===== config.mk =====
export PLATFORM = sky130hd
export DESIGN_NAME = hd44780_seq
export DESIGN_NICKNAME = d
export VERILOG_FILES = /design/src/rtl/hd44780_pkg.sv /design/src/rtl/hd44780_timer.sv /design/src/rtl/hd44780_seq.sv
export SDC_FILE = /design/constraint.sdc
export NUM_CORES = 1
export LEC_CHECK = 0
export BUFFER_PORTS_ARGS = -buffer_cell sky130_fd_sc_hd__buf_2
export CAP_MARGIN = 20
export CORE_ASPECT_RATIO = 1.1
export CORE_MARGIN = 2
export CORE_UTILIZATION = 35
export CTS_BUF_LIST = sky130_fd_sc_hd__clkbuf_4
export DETAILED_ROUTE_END_ITERATION = 10
export GPL_TIMING_DRIVEN = 1
export HOLD_SLACK_MARGIN = 0.08
export SETUP_SLACK_MARGIN = 0.15
export SLEW_MARGIN = 20
export SYNTH_ARGS = -nofsm -noshare
export SYNTH_HDL_FRONTEND = slang
export SYNTH_SLANG_ARGS = --single-unit
export TNS_END_PERCENT = 1

===== constraint.sdc =====
create_clock -name clk -period 6.1 [get_ports clk]
set_clock_uncertainty 0.05 [all_clocks]
set_input_delay 0.305 -clock clk [delete_from_list [all_inputs] [get_ports clk]]
set_output_delay 0.305 -clock clk [all_outputs]
set_load 0.03 [all_outputs]

===== src/rtl/hd44780_pkg.sv =====
`default_nettype none
// ============================================================================
// Module   : hd44780_pkg
// Brief    : Shared opcodes, command-word field positions and sequencer
//            state codes for the HD44780 command sequencer.
// Revision : 1.0 - initial release
// ============================================================================
package hd44780_pkg;

  // Command opcodes, carried in the top two bits of each RAM word
  localparam logic [1:0] OP_BYTE   = 2'b00;
  localparam logic [1:0] OP_NIBBLE = 2'b01;
  localparam logic [1:0] OP_DELAY  = 2'b10;
  localparam logic [1:0] OP_END    = 2'b11;

  // Command word field positions
  localparam int OP_MSB    = 15;
  localparam int OP_LSB    = 14;
  localparam int RS_BIT    = 8;
  localparam int DLY_MSB   = 13;
  localparam int DLY_WIDTH = DLY_MSB + 1;

  // Sequencer state codes
  localparam int STATE_W = 4;
  localparam logic [STATE_W-1:0] S_IDLE    = 4'd0;
  localparam logic [STATE_W-1:0] S_FETCH_A = 4'd1;
  localparam logic [STATE_W-1:0] S_FETCH_W = 4'd2;
  localparam logic [STATE_W-1:0] S_DECODE  = 4'd3;
  localparam logic [STATE_W-1:0] S_SETUP   = 4'd4;
  localparam logic [STATE_W-1:0] S_EHI     = 4'd5;
  localparam logic [STATE_W-1:0] S_ELO     = 4'd6;
  localparam logic [STATE_W-1:0] S_BWAIT   = 4'd7;
  localparam logic [STATE_W-1:0] S_DLY     = 4'd8;
  localparam logic [STATE_W-1:0] S_NEXT    = 4'd9;

  // Extract the opcode field of a command word
  function automatic logic [1:0] cmd_op(input logic [15:0] word);
    return word[OP_MSB:OP_LSB];
  endfunction

endpackage : hd44780_pkg
`default_nettype wire


===== src/rtl/hd44780_timer.sv =====
`default_nettype none
// ============================================================================
// Module   : hd44780_timer
// Brief    : Loadable down-counter. Load has priority over decrement; the
//            count saturates at zero and `zero` flags the terminal value.
// Revision : 1.0 - initial release
// ============================================================================
module hd44780_timer #(
  parameter int WIDTH = 16
) (
  input  logic             clk,
  input  logic             rst_n,
  input  logic             load,
  input  logic [WIDTH-1:0] value,
  input  logic             en,
  output logic             zero
);

  logic [WIDTH-1:0] count_q;
  logic [WIDTH-1:0] count_d;

  // Next count: reload, or step down towards zero when enabled
  always_comb begin
    count_d = count_q;
    if (load) begin
      count_d = value;
    end else if (en && (count_q != '0)) begin
      count_d = count_q - WIDTH'(1);
    end
  end

  // Count register
  always_ff @(posedge clk or negedge rst_n) begin
    if (!rst_n) begin
      count_q <= '0;
    end else begin
      count_q <= count_d;
    end
  end

  assign zero = (count_q == '0);

endmodule : hd44780_timer
`default_nettype wire


===== src/rtl/hd44780_seq.sv =====
`default_nettype none
// ============================================================================
// Module   : hd44780_seq
// Brief    : Fetches 16-bit command words from the command RAM and plays
//            them out on a 4-bit HD44780 bus with setup, enable-pulse and
//            execution-wait timing. Reports busy/done to the host.
// Revision : 1.0 - initial release
// ============================================================================
module hd44780_seq
  import hd44780_pkg::*;
#(
  parameter int ADDR_WIDTH    = 8,
  parameter int SETUP_CYCLES  = 2,
  parameter int E_HIGH_CYCLES = 12,
  parameter int NIBBLE_GAP    = 12,
  parameter int BYTE_WAIT     = 600,
  parameter int TICK_CYCLES   = 12
) (
  input  logic                  clk,
  input  logic                  rst_n,
  input  logic                  start,
  input  logic [ADDR_WIDTH-1:0] start_addr,
  output logic [ADDR_WIDTH-1:0] raddr,
  input  logic [15:0]           rdata,
  output logic                  busy,
  output logic                  done,
  output logic                  lcd_rs,
  output logic                  lcd_e,
  output logic                  lcd_rw,
  output logic [3:0]            lcd_db
);

  // Both timers share one width, large enough for the longest byte wait and
  // for a full 14-bit delay count expressed in ticks.
  localparam int DLY_MAX = (1 << DLY_WIDTH) * TICK_CYCLES;
  localparam int CNT_MAX = (BYTE_WAIT > DLY_MAX) ? BYTE_WAIT : DLY_MAX;
  localparam int TW      = $clog2(CNT_MAX + 1);

  localparam logic [TW-1:0] c_setup_ld = TW'(SETUP_CYCLES - 1);
  localparam logic [TW-1:0] c_ehi_ld   = TW'(E_HIGH_CYCLES - 1);
  localparam logic [TW-1:0] c_gap_ld   = TW'(NIBBLE_GAP - 1);
  localparam logic [TW-1:0] c_bwait_ld = TW'(BYTE_WAIT - 1);
  localparam logic [TW-1:0] c_tick_ld  = TW'(TICK_CYCLES - 1);

  logic [STATE_W-1:0]    state_q, state_d;
  logic [ADDR_WIDTH-1:0] raddr_q, raddr_d;
  logic [15:0]           cmd_q, cmd_d;
  logic                  busy_q, busy_d;
  logic                  done_q, done_d;
  logic                  rs_q, rs_d;
  logic                  e_q, e_d;
  logic [3:0]            db_q, db_d;
  logic                  pend_q, pend_d;   // low nibble of a BYTE still to send

  logic          ph_load, ph_en, ph_zero;
  logic [TW-1:0] ph_value;
  logic          pre_load, pre_en, pre_zero;
  logic [TW-1:0] pre_value;

  // Phase timer: cycles spent in SETUP/EHI/ELO/BWAIT, or remaining delay ticks
  hd44780_timer #(
    .WIDTH (TW)
  ) u_phase_timer (
    .clk   (clk),
    .rst_n (rst_n),
    .load  (ph_load),
    .value (ph_value),
    .en    (ph_en),
    .zero  (ph_zero)
  );

  // Tick prescaler: divides the clock down to delay ticks
  hd44780_timer #(
    .WIDTH (TW)
  ) u_tick_timer (
    .clk   (clk),
    .rst_n (rst_n),
    .load  (pre_load),
    .value (pre_value),
    .en    (pre_en),
    .zero  (pre_zero)
  );

  // Sequencer next-state, timer control and LCD pin update logic
  always_comb begin
    state_d   = state_q;
    raddr_d   = raddr_q;
    cmd_d     = cmd_q;
    busy_d    = busy_q;
    done_d    = 1'b0;
    rs_d      = rs_q;
    db_d      = db_q;
    pend_d    = pend_q;
    ph_load   = 1'b0;
    ph_value  = '0;
    ph_en     = 1'b0;
    pre_load  = 1'b0;
    pre_value = '0;
    pre_en    = 1'b0;

    case (state_q)
      S_IDLE: begin
        if (start) begin
          raddr_d = start_addr;
          busy_d  = 1'b1;
          state_d = S_FETCH_A;
        end
      end

      // RAM samples raddr at the end of this cycle
      S_FETCH_A: state_d = S_FETCH_W;

      S_FETCH_W: begin
        cmd_d   = rdata;
        state_d = S_DECODE;
      end

      S_DECODE: begin
        case (cmd_op(cmd_q))
          OP_BYTE: begin
            rs_d     = cmd_q[RS_BIT];
            db_d     = cmd_q[7:4];
            pend_d   = 1'b1;
            ph_load  = 1'b1;
            ph_value = c_setup_ld;
            state_d  = S_SETUP;
          end
          OP_NIBBLE: begin
            rs_d     = cmd_q[RS_BIT];
            db_d     = cmd_q[3:0];
            pend_d   = 1'b0;
            ph_load  = 1'b1;
            ph_value = c_setup_ld;
            state_d  = S_SETUP;
          end
          OP_DELAY: begin
            // Phase timer counts remaining ticks; prescaler counts cycles per tick
            ph_load   = 1'b1;
            ph_value  = TW'(cmd_q[DLY_MSB:0]) - TW'(1);
            pre_load  = 1'b1;
            pre_value = c_tick_ld;
            state_d   = (cmd_q[DLY_MSB:0] == '0) ? S_NEXT : S_DLY;
          end
          OP_END: begin
            done_d  = 1'b1;
            busy_d  = 1'b0;
            state_d = S_IDLE;
          end
        endcase
      end

      S_SETUP: begin
        if (ph_zero) begin
          ph_load  = 1'b1;
          ph_value = c_ehi_ld;
          state_d  = S_EHI;
        end else begin
          ph_en = 1'b1;
        end
      end

      S_EHI: begin
        if (ph_zero) begin
          ph_load  = 1'b1;
          ph_value = c_gap_ld;
          state_d  = S_ELO;
        end else begin
          ph_en = 1'b1;
        end
      end

      S_ELO: begin
        if (ph_zero) begin
          ph_load = 1'b1;
          if (pend_q) begin
            // Data only changes on SETUP entry, with E already low
            pend_d   = 1'b0;
            db_d     = cmd_q[3:0];
            ph_value = c_setup_ld;
            state_d  = S_SETUP;
          end else begin
            ph_value = c_bwait_ld;
            state_d  = S_BWAIT;
          end
        end else begin
          ph_en = 1'b1;
        end
      end

      S_BWAIT: begin
        if (ph_zero) begin
          state_d = S_NEXT;
        end else begin
          ph_en = 1'b1;
        end
      end

      S_DLY: begin
        if (pre_zero) begin
          if (ph_zero) begin
            state_d = S_NEXT;
          end else begin
            ph_en     = 1'b1;
            pre_load  = 1'b1;
            pre_value = c_tick_ld;
          end
        end else begin
          pre_en = 1'b1;
        end
      end

      // Address wraps silently at the top of the RAM
      S_NEXT: begin
        raddr_d = raddr_q + ADDR_WIDTH'(1);
        state_d = S_FETCH_A;
      end

      default: state_d = S_IDLE;
    endcase

    // E is registered and high exactly while the sequencer sits in EHI
    e_d = (state_d == S_EHI);
  end

  // State and output registers; reset drops E and aborts any command at once
  always_ff @(posedge clk or negedge rst_n) begin
    if (!rst_n) begin
      state_q <= S_IDLE;
      raddr_q <= '0;
      cmd_q   <= '0;
      busy_q  <= 1'b0;
      done_q  <= 1'b0;
      rs_q    <= 1'b0;
      e_q     <= 1'b0;
      db_q    <= 4'h0;
      pend_q  <= 1'b0;
    end else begin
      state_q <= state_d;
      raddr_q <= raddr_d;
      cmd_q   <= cmd_d;
      busy_q  <= busy_d;
      done_q  <= done_d;
      rs_q    <= rs_d;
      e_q     <= e_d;
      db_q    <= db_d;
      pend_q  <= pend_d;
    end
  end

  assign raddr  = raddr_q;
  assign busy   = busy_q;
  assign done   = done_q;
  assign lcd_rs = rs_q;
  assign lcd_e  = e_q;
  assign lcd_rw = 1'b0;
  assign lcd_db = db_q;

endmodule : hd44780_seq
`default_nettype wire


; Word-level counts from Yosys, hierarchy flattened
; Index checks and enable logic that the tools add are counted.
[op_classes]
n_addsub = 4
eq_ne = 18
mux = 47
reduce_logical = 24
[ops]
columns = op, count
row1 = 2-to-1 mux 18 bit, 4
row2 = one-hot mux 18 bit (3 select lines), 1
row3 = 2-to-1 mux 4 bit, 12
row4 = one-hot mux 4 bit (10 select lines), 1
row5 = zero test 18 bit, 2
row6 = one-hot mux 18 bit (2 select lines), 1
row7 = nonzero test 18 bit, 2
row8 = "subtractor 18 x 1 -> 18 bit, second input constant", 2
row9 = one-hot mux 4 bit (2 select lines), 3
row10 = "== test 4 x 3 -> 1 bit, second input constant", 5
row11 = 2-to-1 mux 10 bit, 2
row12 = one-hot mux 8 bit (2 select lines), 1
row13 = "subtractor 14 x 1 -> 15 bit, second input constant", 1
row14 = zero test 14 bit, 1
row15 = 2-to-1 mux 1 bit, 13
row16 = one-hot mux 1 bit (2 select lines), 6
row17 = one-hot mux 4 bit (3 select lines), 1
row18 = nonzero test 2 bit, 5
row19 = "adder 8 x 1 -> 8 bit, second input constant", 1
row20 = "== test 4 x 2 -> 1 bit, second input constant", 2
row21 = "== test 4 bit, second input constant", 2
row22 = 2-to-1 mux 8 bit, 1
row23 = "inequality test 2 bit, second input constant", 4
row24 = AND reduction 3 bit, 2
row25 = 13 further kinds, 18
[totals]
register_bits = 73
output_inout_bits = 17

; Logic depth before layout (Yosys ltp)
[depth]
ltp_word = 7
ltp_mapped = 9
mapped_depth_nobuf = 8

; Hierarchy
; Synthesis repeated with hierarchy kept, for this count alone.
[hier_totals]
hier_cells = 489
area_unflattened_um2 = 4553.1
[by_module_without_submodules]
columns = module, n_inst, cells_per_inst, area_each_um2, seq_area_each_um2
row1 = hd44780_seq, 1, 229, 2160.8, 925.9
row2 = hd44780_timer at u_phase_timer, 1, 143, 1217.4, 450.4
row3 = hd44780_timer at u_tick_timer, 1, 117, 1174.9, 450.4

; Worst setup path after synthesis
; No wires, ideal clock.
[synth_timing]
kind = flip-flop to flip-flop
startpoint = register u_phase_timer.count_q[10]
endpoint = register u_phase_timer.count_q[17]
arrival_time_ns = 2.434
t_required_ns = 5.928
slack_ns = 3.494
stages_incl_launch_ff = 9
synth_period_minus_slack_ns = 2.606
cell_sequence = dfrtp_1 or4_1 buf_2 or4_4 buf_6 o31ai_4 nand3_4 buf_6 a32o_1
[synth_via]
elab_chain_len = 6
word_cells_on_any_way = 12
[synth_rtl]
columns = item, line
row1 = from (decl), hd44780_timer.sv:19  ; logic [WIDTH-1:0] count_q;
row2 = from (signal assigned), hd44780_timer.sv:37  ; count_q <= count_d;
row3 = branches (longest 6 deep; another with subtractor 18 x 1 -> 18 bit), n/a
; Parallel ways; which one is timed is not known. The select of a mux whose other input is x is not followed.
; A chain may end at the register's enable or synchronous reset.

; Worst setup path in the final report
[layout_timing]
startpoint = register state_q[2]
endpoint = register u_phase_timer.count_q[11]
[layout_via]
elab_chain_len = 5
word_cells_on_any_way = 15
[layout_rtl]
columns = item, line
row1 = from (decl), hd44780_seq.sv:45  ; logic [STATE_W-1:0] state_q, state_d;
row2 = from (signal assigned), hd44780_seq.sv:238  ; state_q <= state_d;
row3 = == test 4 x 3 -> 1 bit, hd44780_seq.sv:101  ; case (state_q)
row4 = OR reduction 4 bit (no source line), n/a
row5 = one-hot mux 1 bit (2 select lines), hd44780_seq.sv:101
row6 = logical AND 1 bit, hd44780_timer.sv:27  ; end else if (en && (count_q != '0)) begin
row7 = nonzero test 2 bit (no source line), n/a
; Parallel ways exist; a longest one is shown, timed or not.

==> results.yml <==
layout:
  antennaDiodeCount: 0
  layout_commonest_cell: "dfrtp_1"
  finalNonFillerCells: 675
  syn2layout_area_growth_pct: 17.4
  nNetsFinal: 549
  final_core_util_pct: 41.6
  drive_above_1_share_pct: 16.3
  final_cell_mix: "dfrtp_1 (73), nor2_1 (45), buf_2 (41)"
  fillers: 1207
global_route:
  track_usage_pct: 16.8
  met1_usage_pct: 21.8
  antenna_found_initial: 0
  met3_usage_pct: 4.60
  grt_max_degree: 74
  grt_pass1_vias: 3547
  top_usage_layer: "met2"
  grt_use_met2_pct: 27.7
  grt_pass1_wl_um: 17300
  grt_overflow: 0
critical_path:
  reg2reg_from: "state_q[2]"
  worstPathArrival_ns: 3.22
  cp-start-kind: "register"
  worstSetupPathDepth: 6
  endpoint_kind: "register"
  critPathLaunch: "state_q[2]"
  cp_slowest_cell: "or4b_2"
  crit_required_ns: 6.38
  criticalPathCategory: "register to register"
  path_buf_inv: 0
  path_cells: "or4b_2 > nand2b_1 > o21ai_0 > nor2b_1 > nand4_1 > and3_1"
  crit_end: "u_phase_timer.count_q[11]"
  critPathTopFamily: "simple AND/OR/NAND/NOR gates"
  rrSetupSlack_ns: 3.16
  ff2ff_path_depth: 6
  r2r_end: "u_phase_timer.count_q[11]"
  critPathMaxStageDelay_ns: 0.80
  worstPathMaxFanout: 12
clock_network:
  cts_tree: "done"
  insertion_delay_ns: 0.43
  cts_max_level: 3
  clk_pin_slew_worst_paths_ns: 0.13
  cts_setup_buffers: 0
  numCtsBuffers: 9
  root_buffer: "clkbuf_4"
  clockBufferDepth: 2
  cts.sinks: 73
run:
  maxCapViolCount: 0
logic_synthesis:
  synth_cells: 456
  syn_area_sq_um: 4210
  ys_types: 64
  synth_edf_count: 0
  synth.avg_cell_area_sq_um: 9.23
  synth-seq-cells: 73
  async_reset_ff_share_pct: 100
  yosys_warnings: 0
  dominantRegCellSynth: "dfrtp_1"
  synth_fp_nets: 489
  synth-seq-area-share_pct: 43.4
drt:
  drt_iter0_markers: 282
  num_vias: 3674
  wl_um: 10300
  drt_pass1_iterations: 4
  via_per_inst: 5.44
  route.detailed.drc: 0
  wl_per_cell_um: 15.3
  drt.antenna.violating_nets: 0
die:
  rows: 42
  initial_core_util_pct: 35.4
  die_y_um: 119
  die_w_um: 109
  boundaryPins: 44
  core-area_sq_um: 11900
  dieArea_sq_um: 12900
timing:
  finalSetupViolations: 0
  drv_slew: 0
  period_share_pct: 48.2
  finalSetupTns_ns: 0
  period_minus_slack_ns: 2.94
  worst_pin_slew_ns: 0.935
  rsz0062_at_grt: "false"
  hold_viol: 0
  fmax_mhz: 340
  slew_headroom_pct: 37.6
power_and_ir_drop:
  leakage_nw: 2.08
  switching_share_pct: 44.4
  seqPwrFrac_pct: 40.9
  p_int_w: 0.00125
  p_clk_share_pct: 15.1
  power_frac_comb_pct: 43.9
  pwr_density_cell_nw_per_um2: 454
  p_switching_w: 0.000998
  ir_drop_uv: 199
run_status:
  run_status: "complete, no violations"
place:
  gp_congestion: 0.883
  hpwl_um: 7430
  port_buffers: 42
  dp_cells: 634
hold_path:
  hp-class: "input pin to register"
what timing repair did:
| action | CTS | global route |
|---|---|---|
| endpoints found under the hold margin | 95 | 2 |
| gates resized for setup | 0 | 0 |
| hold buffers | 23 | 2 |
worst register-to-register path: stages, from the launching register on:
cell,delay [ns]
dfrtp_1,0.53
or4b_2,0.80
nand2b_1,0.19
o21ai_0,0.54
nor2b_1,0.36
nand4_1,0.14
and3_1,0.22
Yosys cell counts, types with 3 or more instances:
cell type / number / area [sq um]
a31oi_1: 4 / 25.0
xor2_1: 14 / 123
o22ai_1: 5 / 31.3
ha_1: 6 / 75.1
nand2_1: 40 / 150
mux2_2: 13 / 146
mux2i_1: 4 / 40.0
nor3_1: 20 / 100
xnor2_1: 14 / 123
nor2_1: 45 / 169
dfrtp_1: 73 / 1830
nand3_1: 18 / 90.1
nand2b_1: 9 / 56.3
nor3b_1: 4 / 30.0
a32o_1: 7 / 70.1
a211oi_1: 5 / 37.5
clkbuf_1: 13 / 48.8
o31ai_1: 3 / 22.5
inv_1: 11 / 41.3
o211ai_1: 3 / 22.5
o21ai_0: 28 / 140
nor4_1: 8 / 50.1
or3_1: 11 / 68.8
or4_1: 8 / 60.1
and3_1: 3 / 18.8
a21oi_1: 26 / 130
nand4_1: 7 / 43.8
nor2b_1: 3 / 18.8
power by group through the flow:
stage | clock, W | combinational (W) | sequential [W]
floorplan | 0 | 0.000695 | 0.000938
global placement | 0 | 0.000960 | 0.000915
detailed placement | 0 | 0.000974 | 0.000929
CTS | 0.000352 | 0.000990 | 0.000919
global route | 0.000374 | 0.00110 | 0.000958
finish | 0.000340 | 0.000986 | 0.000919
how the worst min path moves through the flow:
stage,start,end,cells after the start
finish,start,state_q[0],5
global route,start,state_q[0],5
CTS,start_addr[2],raddr[2],2
detailed placement,lcd_rs,lcd_rs,2
global placement,lcd_rs,lcd_rs,2
floorplan,rst_n,busy,0
cell type report:
cell class                      instances  area (sq um)  area share [%]
Multi-Input combinational cell        352          2250            45.5
Sequential cell                        73          1830            37.0
Timing Repair Buffer                   69           478            9.67
Tap cell                              154           193            3.90
Clock inverter                          7          85.1            1.72
Clock buffer                            9          67.6            1.37
Inverter                               11          41.3           0.835
through the flow:
stage                     worst slack (ns)  power, W  instance area [sq um]  hold slack, ns
final                                 3.16   0.00225                   4940           0.270
after global placement                3.22   0.00187                   4540           0.407
after CTS                             3.15   0.00226                   4920          0.0824
after detailed placement              3.19   0.00190                   4540           0.418
after global routing                  2.99   0.00244                   4940           0.238
after floorplan                       3.49   0.00163                   4210         -0.0406
sequential cells by signal, indices dropped and copies added (netlist names), 4 cells and up:
| name | count |
|---|---|
| u_tick_timer.count_q | 18 |
| lcd_db | 4 |
| cmd_q | 16 |
| raddr | 8 |
| u_phase_timer.count_q | 18 |
| state_q | 4 |
logic make-up after synthesis:
| logic type | synth area share, % |
|---|---|
| buf+inv | 3.27 |
| mux | 4.43 |
| compound gates | 17.5 |
| xor+xnor | 5.83 |
| flops | 43.4 |
| simple gates | 23.7 |
| other cells | 0.0891 |
| fa+ha+maj | 1.78 |
layer usage:
metal | wire, um | up-vias
met2 | 5310 | 77
met1 | 4460 | 1798
li1 | - | 1789
met5 | 0 | -
met3 | 441 | 10
met4 | 87 | 0
No activity file was read; power rests on OpenSTA's default activity.
